--- src/rtl/loader_pkg.sv ---
// ---------------------------------------------------------------------------
// loader_pkg
// Shared types and constants for the UART program loader.
//   loader_state_t : loader sequencing states
//   WORD_W         : instruction word width in bits
//   BYTES_PER_WORD : UART bytes per instruction word
//   is_loading()   : true while bytes still feed the word assembler
// ---------------------------------------------------------------------------
package loader_pkg;

    localparam int WORD_W         = 32;
    localparam int BYTES_PER_WORD = 4;

    typedef enum logic [2:0] {
        S_HDR,
        S_BODY,
        S_CSUM,
        S_RUN,
        S_ERR
    } loader_state_t;

    function automatic logic is_loading(input loader_state_t s);
        return (s == S_HDR) || (s == S_BODY) || (s == S_CSUM);
    endfunction

endpackage

--- src/rtl/uart_word_asm.sv ---
// ---------------------------------------------------------------------------
// uart_word_asm
// Packs a stream of UART bytes into 32-bit words.
// Parameters:
//   MSB_FIRST     1: first byte lands in bits[31:24]; 0: first byte in bits[7:0]
// Ports:
//   clk           in   system clock
//   rstn          in   asynchronous active-low reset
//   i_clear       in   synchronous clear of counter, shift register and valid
//   i_byte_valid  in   accept i_byte_data this cycle
//   i_byte_data   in   8-bit byte
//   o_word_valid  out  one-cycle pulse, the cycle after the 4th byte
//   o_word        out  assembled word (stable while o_word_valid is high)
// ---------------------------------------------------------------------------
module uart_word_asm
    import loader_pkg::*;
#(
    parameter bit MSB_FIRST = 1'b1
) (
    input  logic              clk,
    input  logic              rstn,
    input  logic              i_clear,
    input  logic              i_byte_valid,
    input  logic [7:0]        i_byte_data,
    output logic              o_word_valid,
    output logic [WORD_W-1:0] o_word
);

    localparam logic [1:0] CNT_LAST = 2'(BYTES_PER_WORD - 1);

    logic [1:0]        r_cnt;
    logic [WORD_W-1:0] r_shift;
    logic              r_word_valid;
    logic [WORD_W-1:0] w_shift_next;

    // MSB-first shifts left so the first byte ends up on top; LSB-first
    // shifts right so the first byte ends up at the bottom.
    always_comb begin
        w_shift_next = r_shift;
        if (MSB_FIRST) begin
            w_shift_next = {r_shift[WORD_W-9:0], i_byte_data};
        end else begin
            w_shift_next = {i_byte_data, r_shift[WORD_W-1:8]};
        end
    end

    always_ff @(posedge clk or negedge rstn) begin
        if (!rstn) begin
            r_cnt        <= '0;
            r_shift      <= '0;
            r_word_valid <= 1'b0;
        end else if (i_clear) begin
            r_cnt        <= '0;
            r_shift      <= '0;
            r_word_valid <= 1'b0;
        end else begin
            r_word_valid <= 1'b0;
            if (i_byte_valid) begin
                r_shift <= w_shift_next;
                r_cnt   <= r_cnt + 2'd1;   // wraps to 0 after the last byte
                if (r_cnt == CNT_LAST) begin
                    r_word_valid <= 1'b1;
                end
            end
        end
    end

    assign o_word_valid = r_word_valid;
    assign o_word       = r_shift;

endmodule

--- src/rtl/uart_program_loader.sv ---
// ---------------------------------------------------------------------------
// uart_program_loader
// Boot loader between the UART receiver and the core. The first word is the
// program length N, the next N words are written to instruction memory, then
// the CPU is released and every later byte is forwarded to the core.
// Optional feature macro: LOADER_CHECKSUM_EN
//   defined   : one trailer word after the body must equal the mod-2**32 sum
//               of the body words, otherwise the load aborts.
//   undefined : no trailer, the CPU starts right after the body.
// Parameters:
//   ADDR_W        imem word-address width (max program 2**ADDR_W words)
//   MSB_FIRST     byte order inside a word
// Ports:
//   clk           in   system clock
//   rstn          in   asynchronous active-low reset
//   rx_valid      in   one-cycle pulse per received byte
//   rx_data       in   received byte
//   imem_we       out  instruction-memory write strobe
//   imem_addr     out  word address of the write
//   imem_wdata    out  word being written
//   cpu_start     out  one-cycle pulse when the program is loaded
//   cpu_run       out  CPU may execute; held until reset
//   load_err      out  sticky load-abort flag
//   words_loaded  out  number of imem writes so far
//   rx_fwd_valid  out  run-phase byte pulse to the core
//   rx_fwd_data   out  run-phase byte
// ---------------------------------------------------------------------------
module uart_program_loader
    import loader_pkg::*;
#(
    parameter int ADDR_W    = 14,
    parameter bit MSB_FIRST = 1'b1
) (
    input  logic              clk,
    input  logic              rstn,
    input  logic              rx_valid,
    input  logic [7:0]        rx_data,
    output logic              imem_we,
    output logic [ADDR_W-1:0] imem_addr,
    output logic [WORD_W-1:0] imem_wdata,
    output logic              cpu_start,
    output logic              cpu_run,
    output logic              load_err,
    output logic [ADDR_W:0]   words_loaded,
    output logic              rx_fwd_valid,
    output logic [7:0]        rx_fwd_data
);

    localparam logic [WORD_W:0] MAX_WORDS = (WORD_W+1)'(1) << ADDR_W;

    loader_state_t     r_state;
    loader_state_t     w_next;
    logic [ADDR_W:0]   r_words;
    logic [ADDR_W:0]   r_n;
    logic              r_start_pend;
    logic              r_fwd_valid;
    logic [7:0]        r_fwd_data;

    logic              w_word_valid;
    logic [WORD_W-1:0] w_word;
    logic              w_asm_valid;
    logic              w_asm_clear;
    logic              w_fwd_accept;
    logic              w_we;
    logic              w_start;
    logic              w_hdr_too_big;
    logic              w_last_word;

`ifdef LOADER_CHECKSUM_EN
    logic [WORD_W-1:0] r_sum;
`endif

    // A byte belongs to the loader only while the FSM stays in a loading
    // state; a byte arriving in the cycle the load finishes is already a
    // run-phase byte and is forwarded instead of being swallowed.
    assign w_asm_valid  = rx_valid && is_loading(w_next);
    assign w_fwd_accept = rx_valid && (w_next == S_RUN);
    assign w_asm_clear  = !is_loading(r_state);

    uart_word_asm #(
        .MSB_FIRST (MSB_FIRST)
    ) u_word_asm (
        .clk          (clk),
        .rstn         (rstn),
        .i_clear      (w_asm_clear),
        .i_byte_valid (w_asm_valid),
        .i_byte_data  (rx_data),
        .o_word_valid (w_word_valid),
        .o_word       (w_word)
    );

    assign w_hdr_too_big = {1'b0, w_word} > MAX_WORDS;
    // r_words < r_n <= 2**ADDR_W while in S_BODY, so the +1 cannot overflow.
    assign w_last_word   = (r_words + (ADDR_W+1)'(1)) == r_n;

    always_ff @(posedge clk or negedge rstn) begin
        if (!rstn) begin
            r_state <= S_HDR;
        end else begin
            r_state <= w_next;
        end
    end

    always_comb begin
        w_next  = r_state;
        w_we    = 1'b0;
        w_start = 1'b0;
        case (r_state)
            S_HDR: begin
                if (w_word_valid) begin
                    if (w_word == '0) begin
`ifdef LOADER_CHECKSUM_EN
                        w_next = S_CSUM;
`else
                        w_next  = S_RUN;
                        w_start = 1'b1;
`endif
                    end else if (w_hdr_too_big) begin
                        w_next = S_ERR;
                    end else begin
                        w_next = S_BODY;
                    end
                end
            end
            S_BODY: begin
                if (w_word_valid) begin
                    w_we = 1'b1;
                    if (w_last_word) begin
`ifdef LOADER_CHECKSUM_EN
                        w_next = S_CSUM;
`else
                        w_next = S_RUN;
`endif
                    end
                end
            end
`ifdef LOADER_CHECKSUM_EN
            S_CSUM: begin
                if (w_word_valid) begin
                    if (w_word == r_sum) begin
                        w_next  = S_RUN;
                        w_start = 1'b1;
                    end else begin
                        w_next = S_ERR;
                    end
                end
            end
`endif
            S_RUN: begin
                // Start after a non-empty body lags the last write by a cycle.
                w_start = r_start_pend;
            end
            S_ERR: begin
                w_next = S_ERR;
            end
            default: begin
                w_next = S_ERR;
            end
        endcase
    end

    always_ff @(posedge clk or negedge rstn) begin
        if (!rstn) begin
            r_words      <= '0;
            r_n          <= '0;
            r_start_pend <= 1'b0;
        end else begin
            r_start_pend <= (r_state == S_BODY) && w_we && (w_next == S_RUN);
            if ((r_state == S_HDR) && w_word_valid) begin
                r_n <= w_word[ADDR_W:0];
            end
            if (w_we) begin
                r_words <= r_words + (ADDR_W+1)'(1);
            end
        end
    end

`ifdef LOADER_CHECKSUM_EN
    always_ff @(posedge clk or negedge rstn) begin
        if (!rstn) begin
            r_sum <= '0;
        end else if (w_we) begin
            r_sum <= r_sum + w_word;
        end
    end
`endif

    always_ff @(posedge clk or negedge rstn) begin
        if (!rstn) begin
            r_fwd_valid <= 1'b0;
            r_fwd_data  <= '0;
        end else begin
            r_fwd_valid <= w_fwd_accept;
            if (w_fwd_accept) begin
                r_fwd_data <= rx_data;
            end
        end
    end

    assign imem_we      = w_we;
    assign imem_addr    = r_words[ADDR_W-1:0];
    assign imem_wdata   = w_word;
    assign cpu_start    = w_start;
    assign cpu_run      = (r_state == S_RUN) || w_start;
    assign load_err     = (r_state == S_ERR);
    assign words_loaded = r_words;
    assign rx_fwd_valid = r_fwd_valid;
    assign rx_fwd_data  = r_fwd_data;

endmodule
--- config.mk ---
export PLATFORM = sky130hd
export DESIGN_NAME = uart_program_loader
export DESIGN_NICKNAME = d
export VERILOG_FILES = /design/src/rtl/loader_pkg.sv /design/src/rtl/uart_word_asm.sv /design/src/rtl/uart_program_loader.sv
export SDC_FILE = /design/constraint.sdc
export NUM_CORES = 1
export LEC_CHECK = 0
export CAP_MARGIN = 20
export CORE_UTILIZATION = 55
export DETAILED_ROUTE_END_ITERATION = 12
export DONT_BUFFER_PORTS = 1
export PLACE_DENSITY = 0.7
export SYNTH_ARGS = -nofsm -noshare
export SYNTH_HDL_FRONTEND = slang
export SYNTH_HIERARCHICAL = 1
export SYNTH_SLANG_ARGS = --single-unit
export TNS_END_PERCENT = 100
--- constraint.sdc ---
create_clock -name clk -period 5.93 [get_ports clk]
set_clock_uncertainty 0.05 [all_clocks]
set_input_delay 1.186 -clock clk [delete_from_list [all_inputs] [get_ports clk]]
set_output_delay 1.186 -clock clk [all_outputs]
set_load 0.05 [all_outputs]
---- Yosys cells after proc, flatten, opt, wreduce, memory -nomap -nowiden ----
Index checks and enable logic that the tools add are counted.
storage, ports and cells
  register bits after elaboration ......... 78
  output and inout bits ................... 74
  logic and storage cells ................. 53
cells by class
  add/subtract/negate cells ............... 2
  order comparisons ....................... 1
  equality and inequality tests ........... 10
  multiplexer cells ....................... 18
  reduce and logical (&&, ||, !) cells .... 13
operator list
  operator                 count
  $mux W32                 2
  $gt A32 B15 Y1 const B   1
  $logic_not A32 Y1        1
  $add A15 B1 Y15 const B  1
  $eq A15 B15 Y1           1
  $mux W3                  5
  $eq A3 B2 Y1 const B     4
  $pmux W3 S3              1
  $mux W1                  7
  $eq A3 B1 Y1 const B     2
  $logic_not A3 Y1         2
  $logic_and A1 B1 Y1      5
  $logic_or A1 B1 Y1       5
  $mux W2                  2
  $eq A3 B3 Y1 const B     1
  $add A2 B1 Y2 const B    1
  $eq A2 B2 Y1 const B     1
  $ne A2 B1 Y1 const B     1
  $pmux W1 S2              1

---- Depth between registers and ports, before layout ----
Gate-level depths: netlist of run 1.
  word-level depth ........................ 11
  depth in mapped cells ................... 12

---- Hierarchy ----
Netlist of run 1, hierarchy kept.
modules (own cells, without submodules)
  module               instances  cells each  area each (um^2)  sequential area each (um^2)
  uart_program_loader  1          274         2726.4            1076.0
  uart_word_asm        1          114         1456.4            875.8

---- Worst setup path after synthesis of run 1 ----
OpenSTA, ideal clock, no wires.
  kind .................................... reg-to-output
  from .................................... register r_state[1]
  to ...................................... output port cpu_start
  arrival ................................. 2.564 ns
  data required time ...................... 4.694 ns
  path slack .............................. 2.130 ns
  cell stages (with the launch flop) ...... 6
  path buffers ............................ 1
  cells stage by stage .................... dfrtp_1 -> clkbuf_1 -> nor4b_4 -> inv_1 -> or2_2 -> o31ai_1
on the way
  longest elaborated chain between the ends .. 2
RTL lines
  what                                              line                        source
  start, declared                                   uart_program_loader.sv:51   loader_state_t r_state;
  start signal, assigned                            uart_program_loader.sv:100  r_state <= w_next;
  $eq A3 B2 Y1 or $logic_not A3 Y1 (tied branches)  uart_program_loader.sv:108  case (r_state)
  $pmux W1 S2 *                                     uart_program_loader.sv:108
  end, declared                                     uart_program_loader.sv:41   output logic cpu_start,
Mark *: on every way between the ends. The rest lies on a longest branch, timed or not.

---- Worst setup path after layout of run 1 ----
Same ends and word-level chain as after synthesis.

==> flow_metrics.env, run 1 <==
export IMPL_seq_area_frac_synth_pct=46.66
export IMPL_cp_end_kind="primary output"
export IMPL_busiest_layer="met2"
export IMPL_synth_area_mm2=0.004183
export IMPL_drive_gt1_share_pct=14.59
export IMPL_async_flop_share_pct=100.0
export IMPL_wl_um=8953
export IMPL_comb_power_share_pct=27.6
export IMPL_synth_nets=401
export IMPL_utilization_pct=59.56
export IMPL_post_cts_resize_count=0
export IMPL_worst_setup_path_start_kind="flop"
export IMPL_h_tree_depth=3
export IMPL_grt_overflow_total=0
export IMPL_cap_violations=0
export IMPL_reg2reg_from="words_loaded[0]"
export IMPL_clkTransAtPathRegs_ns=0.09
export IMPL_routabilityCongestion=0.7900
export IMPL_wl_per_cell_um=19.09
export IMPL_grt_pass1_vias=2776
export IMPL_synth_seq_cells=78
export IMPL_place_ws_ns=1.886
export IMPL_path_class="reg2out"
export IMPL_grt_usage_pct=24.06
export IMPL_cts_sinks=78
export IMPL_fin_ws_ns=1.580
export IMPL_viasPerCell=5.987
export IMPL_switching_share_pct=43.47
export IMPL_avgSynthCellArea_um2=10.78
export IMPL_ys_types=51
export IMPL_power_share_sequential_pct=50.0
export IMPL_vias=2808
export IMPL_arrival_ns=3.11
export IMPL_antenna_found_initial=0
export IMPL_cts_buffers_inserted=9
export IMPL_post_cts_buffers=0
export IMPL_final_cell_mix="dfrtp_1, nor2_1, mux2i_1, xnor2_1, nand3_1"
export IMPL_synth_edf_count=0
export IMPL_cpPeakStageDelay_ns=0.92
export IMPL_maxSlewHeadroom_pct=24.35
export IMPL_period_share_pct=73.35
export IMPL_core_area_mm2=0.007292
export IMPL_synthCells=388
export IMPL_met1_usage_pct=32.19
export IMPL_cts_hold_buffers=0
export IMPL_max_freq_ghz=0.2299
export IMPL_ir_worst_vdd_v=0.0002684
export IMPL_drt_iter0_drc=148
export IMPL_port_buffers=0
export IMPL_pwr_density_cell_mw_per_mm2=447.2
export IMPL_dp_hpwl_um=5867
export IMPL_area_growth_pct=3.829
export IMPL_startpoint="r_state[1]"
export IMPL_die_x_um=89.21
export IMPL_status="complete, no violations"
export IMPL_antenna_left=0
export IMPL_finalNetCount=378
export IMPL_final_common_cell="dfrtp_1"
export IMPL_rsz0062_at_grt="false"
export IMPL_met3_usage_pct=7.387
export IMPL_cts_buffer_depth=2
export IMPL_grt_max_degree=79
export IMPL_path_cells="nor4b_4 -> inv_1 -> or2_2 -> o31ai_2"
export IMPL_power_leakage_nw=1.886
export IMPL_critPathSlowestCell="nor4b_4"
export IMPL_finalSetupViolations=0
export IMPL_ys_warn_count=6
export IMPL_grt_pass1_wl_um=14130
export IMPL_setup_tns_final_ns=0
export IMPL_die_area_mm2=0.007958
export IMPL_slew_viol_final=0
export IMPL_cts_tree="yes"
export IMPL_drtPass1Iterations=4
export IMPL_worst_pin_slew_ns=1.135
export IMPL_p_clk_share_pct=22.4
export IMPL_rows=31
export IMPL_drc_errors=0
export IMPL_insertion_delay_ns=0.36
export IMPL_io_pins=85
export IMPL_p_int_mw=1.098
export IMPL_cp_required_ns=4.69
export IMPL_dominantRegCellSynth="dfrtp_1"
export IMPL_power_total_mw=1.942
export IMPL_period_minus_slack_ns=4.350
export IMPL_cts_root_buf="clkbuf_8"
export IMPL_final_hold_viol_count=0
export IMPL_p_switching_mw=0.8442
export IMPL_dieHeight_um=89.21
export IMPL_use_met2_pct=37.06
export IMPL_n_antenna_cell=0
export IMPL_cp_max_fo=16
export IMPL_hold_path_class="in2async"
export IMPL_initial_utilization_pct=57.36
worst max-delay path, delay by kind of cell (launching register included):
kind | cells | cell delay, ns
AOI/OAI and AO/OA | 1 | 0.85
buffers and inverters | 1 | 0.15
DFF | 1 | 0.47
and+or+nand+nor | 2 | 1.28
through the flow:
step | instances | instance area, µm² | hold slack, ns
2_1_floorplan | 388 | 4183 | 0.4403
3_3_place_gp | 451 | 4074 | 0.4575
5_1_grt | 469 | 4343 | 0.4369
6_report | 469 | 4343 | 0.4606
4_1_cts | 467 | 4288 | 0.4566
3_5_place_dp | 451 | 4074 | 0.4688
path summary, 6_finish.rpt:
path | to | depth (start not counted) | slack, ns
hold reg to reg | r_n[12] | 1 | 0.48
max in group asynchronous | words_loaded[0] | 0 | 5.24
min in group clk | r_n[12] | 1 | 0.48
setup / recovery | cpu_start | 4 | 1.58
hold / removal | words_loaded[11] | 0 | 0.46
setup reg to reg | u_word_asm/o_word[3] | 11 | 1.83
layer usage:
| metal | wire length (µm) | up-vias |
|---|---|---|
| li1 | - | 1321 |
| met1 | 4148 | 1413 |
| met2 | 4208 | 63 |
| met3 | 442 | 11 |
| met4 | 153 | 0 |
| met5 | 0 | - |
power groups by stage:
stage                     Clock (mW)  Combinational [mW]  Sequential, mW
after detailed placement           0               0.504           0.983
after global placement             0               0.485           0.982
final                          0.435               0.535           0.971
after CTS                      0.442               0.508           0.973
after global routing           0.465               0.579           0.989
after floorplan                    0               0.457           0.925
state kept, by name (all words and copies together), names as in the netlist:
name	flops
u_word_asm/o_word	32
r_n	15
words_loaded	15
rx_fwd_data	8
r_state	3
u_word_asm/r_cnt	2
r_start_pend	1
rx_fwd_valid	1
u_word_asm/o_word_valid	1
Yosys cell counts (3+ instances only):
cell / n / area (µm²)
dfrtp_1: 78 / 1952
nor2_1: 45 / 168.9
mux2i_1: 33 / 330.3
xnor2_1: 28 / 245.2
nand3_1: 25 / 125.1
nand2_1: 21 / 78.83
buf_4: 18 / 135.1
mux2_2: 16 / 180.2
buf_2: 12 / 60.06
nor4_1: 11 / 68.82
nand4_1: 9 / 56.30
a21boi_0: 8 / 60.06
o41ai_1: 8 / 70.07
clkbuf_1: 7 / 26.28
or4_1: 7 / 52.55
xor2_1: 7 / 61.31
and3_1: 3 / 18.77
buf_12: 3 / 60.06
nand2b_1: 3 / 18.77
nand4b_1: 3 / 26.28
nor3_1: 3 / 15.01
logic make-up (layout without fill, tap and decap cells):
family | count (synthesis) | count (layout) | synth area share (%)
buffers and inverters | 46 | 28 | 7.658
DFF | 78 | 78 | 46.66
and+or+nand+nor | 144 | 144 | 18.04
AOI/OAI and AO/OA | 34 | 34 | 7.508
muxes | 49 | 49 | 12.20
xor gates and xnor gates | 35 | 35 | 7.329
adders and majority gates | 2 | 2 | 0.5982
layout make-up:
cell class | instances | area, µm²
fillers | 629 | 2949
clock buffers | 10 | 127.6
well taps | 99 | 123.9
inverters | 3 | 11.26
clock inverters | 6 | 86.33
repair buffers | 9 | 107.6
flip-flops and latches | 78 | 1952
multi-input cells | 264 | 1934
Note: power is estimated with default switching activity, not from simulation.
==> run 2, diff against run 1 <==
- ABC_AREA: default -> 1
- PLACE_DENSITY: 0.7 -> 0.73
- clock period: 5.93 -> 3.6 ns (I/O delays scaled with it)
==> run 2 against run 1 <==
Global-route usage rose by 2.1 points. Wire length rose by 2.2%. Sequential power rose by 61%. Critical path type unchanged. Critical endpoint unchanged. Largest power group unchanged.
==> flow_metrics.env, run 2 <==
export IMPL_synth_nets=514
export IMPL_die_area_mm2=0.007541
export IMPL_fillers=614
export IMPL_period_minus_slack_ns=3.127
export IMPL_clkTransAtPathRegs_ns=0.09
export IMPL_antenna_left=0
export IMPL_synth_edf_count=0
export IMPL_wl_per_cell_um=15.12
export IMPL_finalSetupViolations=0
export IMPL_antenna_found_initial=0
export IMPL_synth_area_leaders="dfrtp_1, nand2_1, nand3_1"
export IMPL_initial_utilization_pct=57.63
export IMPL_rsz0062_at_grt="false"
export IMPL_wl_um=9149
export IMPL_power_total_mw=3.147
export IMPL_routabilityCongestion=0.8841
export IMPL_cp_required_ns=2.83
export IMPL_worst_pin_slew_ns=1.010
export IMPL_final_hold_viol_count=0
export IMPL_maxSlewHeadroom_pct=32.19
export IMPL_setup_tns_final_ns=0
export IMPL_final_common_cell="nand2_1"
export IMPL_pwr_density_cell_mw_per_mm2=728.9
export IMPL_drive_gt1_share_pct=11.98
export IMPL_largest_reg_flops=32
export IMPL_cts_hold_buffers=2
export IMPL_finalNetCount=517
export IMPL_arrival_ns=2.36
export IMPL_drc_errors=0
export IMPL_viasPerCell=5.355
export IMPL_core_area_mm2=0.006869
export IMPL_synthTopCellsByCount="nand2_1, dfrtp_1, nand3_1, inv_1, nor2_1"
export IMPL_grt_usage_pct=26.18
export IMPL_synthCells=501
export IMPL_dp_hpwl_um=6180
export IMPL_drt_iter0_drc=155
export IMPL_worst_setup_path_start_kind="flop"
export IMPL_synth_area_mm2=0.003959
export IMPL_grt_pass1_vias=3215
export IMPL_max_freq_ghz=0.3198
export IMPL_post_cts_resize_count=0
export IMPL_power_leakage_nw=2.217
export IMPL_dominantRegCellSynth="dfrtp_1"
export IMPL_yosysMostFrequentCell="nand2_1"
export IMPL_grt_pass1_wl_um=15060
export IMPL_status="complete, no violations"
export IMPL_drtPass1Iterations=4
export IMPL_cts_buffers_inserted=9
export IMPL_cp_end_kind="primary output"
export IMPL_cts_tree="yes"
export IMPL_seq_area_frac_synth_pct=49.30
export IMPL_synth_seq_cells=78
export IMPL_yosysTopAreaCellShare_pct=49.30
export IMPL_dieHeight_um=86.84
export IMPL_period_share_pct=86.87
export IMPL_cts_root_buf="clkbuf_8"
export IMPL_avgSynthCellArea_um2=7.902
export IMPL_cts_buffer_depth=2
export IMPL_place_ws_ns=0.6542
export IMPL_fin_area_mm2=0.004317
export IMPL_io_pins=85
export IMPL_final_cell_mix="nand2_1, dfrtp_1, nand3_1, inv_1, nor2_1"
export IMPL_die_x_um=86.84
export IMPL_rows=30
export IMPL_h_tree_depth=3
export IMPL_yosys_area_top_type="dfrtp_1"
export IMPL_vias=3240
export IMPL_hold_path_class="in2async"
export IMPL_ys_types=29
export IMPL_insertion_delay_ns=0.36
export IMPL_path_class="reg2out"
export IMPL_grt_overflow_total=0
export IMPL_cp_max_fo=4
export IMPL_ys_warn_count=6
export IMPL_port_buffers=0
export IMPL_n_antenna_cell=0
export IMPL_async_flop_share_pct=100.0
export IMPL_area_growth_pct=9.039
export IMPL_grt_max_degree=55
export IMPL_cts_sinks=78
export IMPL_slew_viol_final=0
export IMPL_ir_worst_vdd_v=0.0005859
export IMPL_post_cts_buffers=0
export IMPL_cap_violations=0
export IMPL_fin_ws_ns=0.4726
export IMPL_place_area_mm2=0.004025
[run 2: cell types whose count changed after synthesis, moves of 7 or more]
cell and change:
nand2_1 +157, o41ai_1 -8, a21boi_0 -7, nor4_1 -10
nor2_1 -11, nand3_1 +38, mux2_2 -12, or4_1 -7
xnor2_1 -28, inv_1 +40, o21ai_0 +23, mux2i_1 -33
[run 2: worst paths after layout]
path / from / to / slack [ns] / depth (start not counted)
min: rstn / words_loaded[4] / 0.12 / 1
min in group clk: rx_data[5] / rx_fwd_data[5] / 0.45 / 2
max: u_word_asm/o_word[16] / cpu_start / 0.47 / 6
max reg2reg: words_loaded[1] / u_word_asm/o_word[10] / 0.59 / 15
min reg2reg: u_word_asm/r_cnt[1] / u_word_asm/r_cnt[1] / 0.45 / 2
max in group asynchronous: rstn / u_word_asm/o_word[11] / 3.10 / 1
[run 2: layout make-up]
cell class | instances | area [µm²] | area share [%]
flip-flops and latches | 78 | 1952 | 45.22
multi-input cells | 349 | 1634 | 37.86
repair buffers | 23 | 205.2 | 4.754
inverters | 43 | 161.4 | 3.739
clock buffers | 10 | 127.6 | 2.957
well taps | 96 | 120.1 | 2.783
clock inverters | 6 | 116.4 | 2.696
[run 2: cell families after synthesis]
group | count (synthesis) | synth area share, %
xor+xnor | 2 | 0.4426
simple gates | 306 | 33.72
buf+inv | 74 | 9.671
fa+ha+maj | 2 | 0.6320
compound gates | 35 | 5.089
flops | 78 | 49.30
mux | 4 | 1.138
[run 2: per-layer routing]
| metal | wire (µm) | up-vias | GRT usage, % |
|---|---|---|---|
| met1 | 3954 | 1537 | 33.00 |
| li1 | - | 1590 | - |
| met2 | 4488 | 89 | 42.30 |
| met4 | 250 | 0 | 11.36 |
| met5 | 0 | - | 0 |
| met3 | 455 | 24 | 7.238 |
[run 2: worst max-delay path, stage by stage (launching register included)]
cell     delay, ns
dfrtp_1       0.61
nor2_1        0.21
nand4_1       0.11
or2_2         0.30
nor2_1        0.14
nand2_1       0.08
o21ai_1       0.54
[run 2: per-stage QoR]
stage	utilization [%]	hold slack [ns]	std cells
floorplan	-	0.3744	501
global placement	58.60	0.3770	587
detailed placement	58.60	0.3771	587
CTS	62.84	0.1194	605
global route	62.84	0.1183	605
finish	62.84	0.1205	605
[run 2: power by group]
group	switching (mW)	leakage, nW	internal (mW)
Sequential	0.518	1.07	1.04
Clock	0.352	0.121	0.467
Combinational	0.531	1.03	0.239
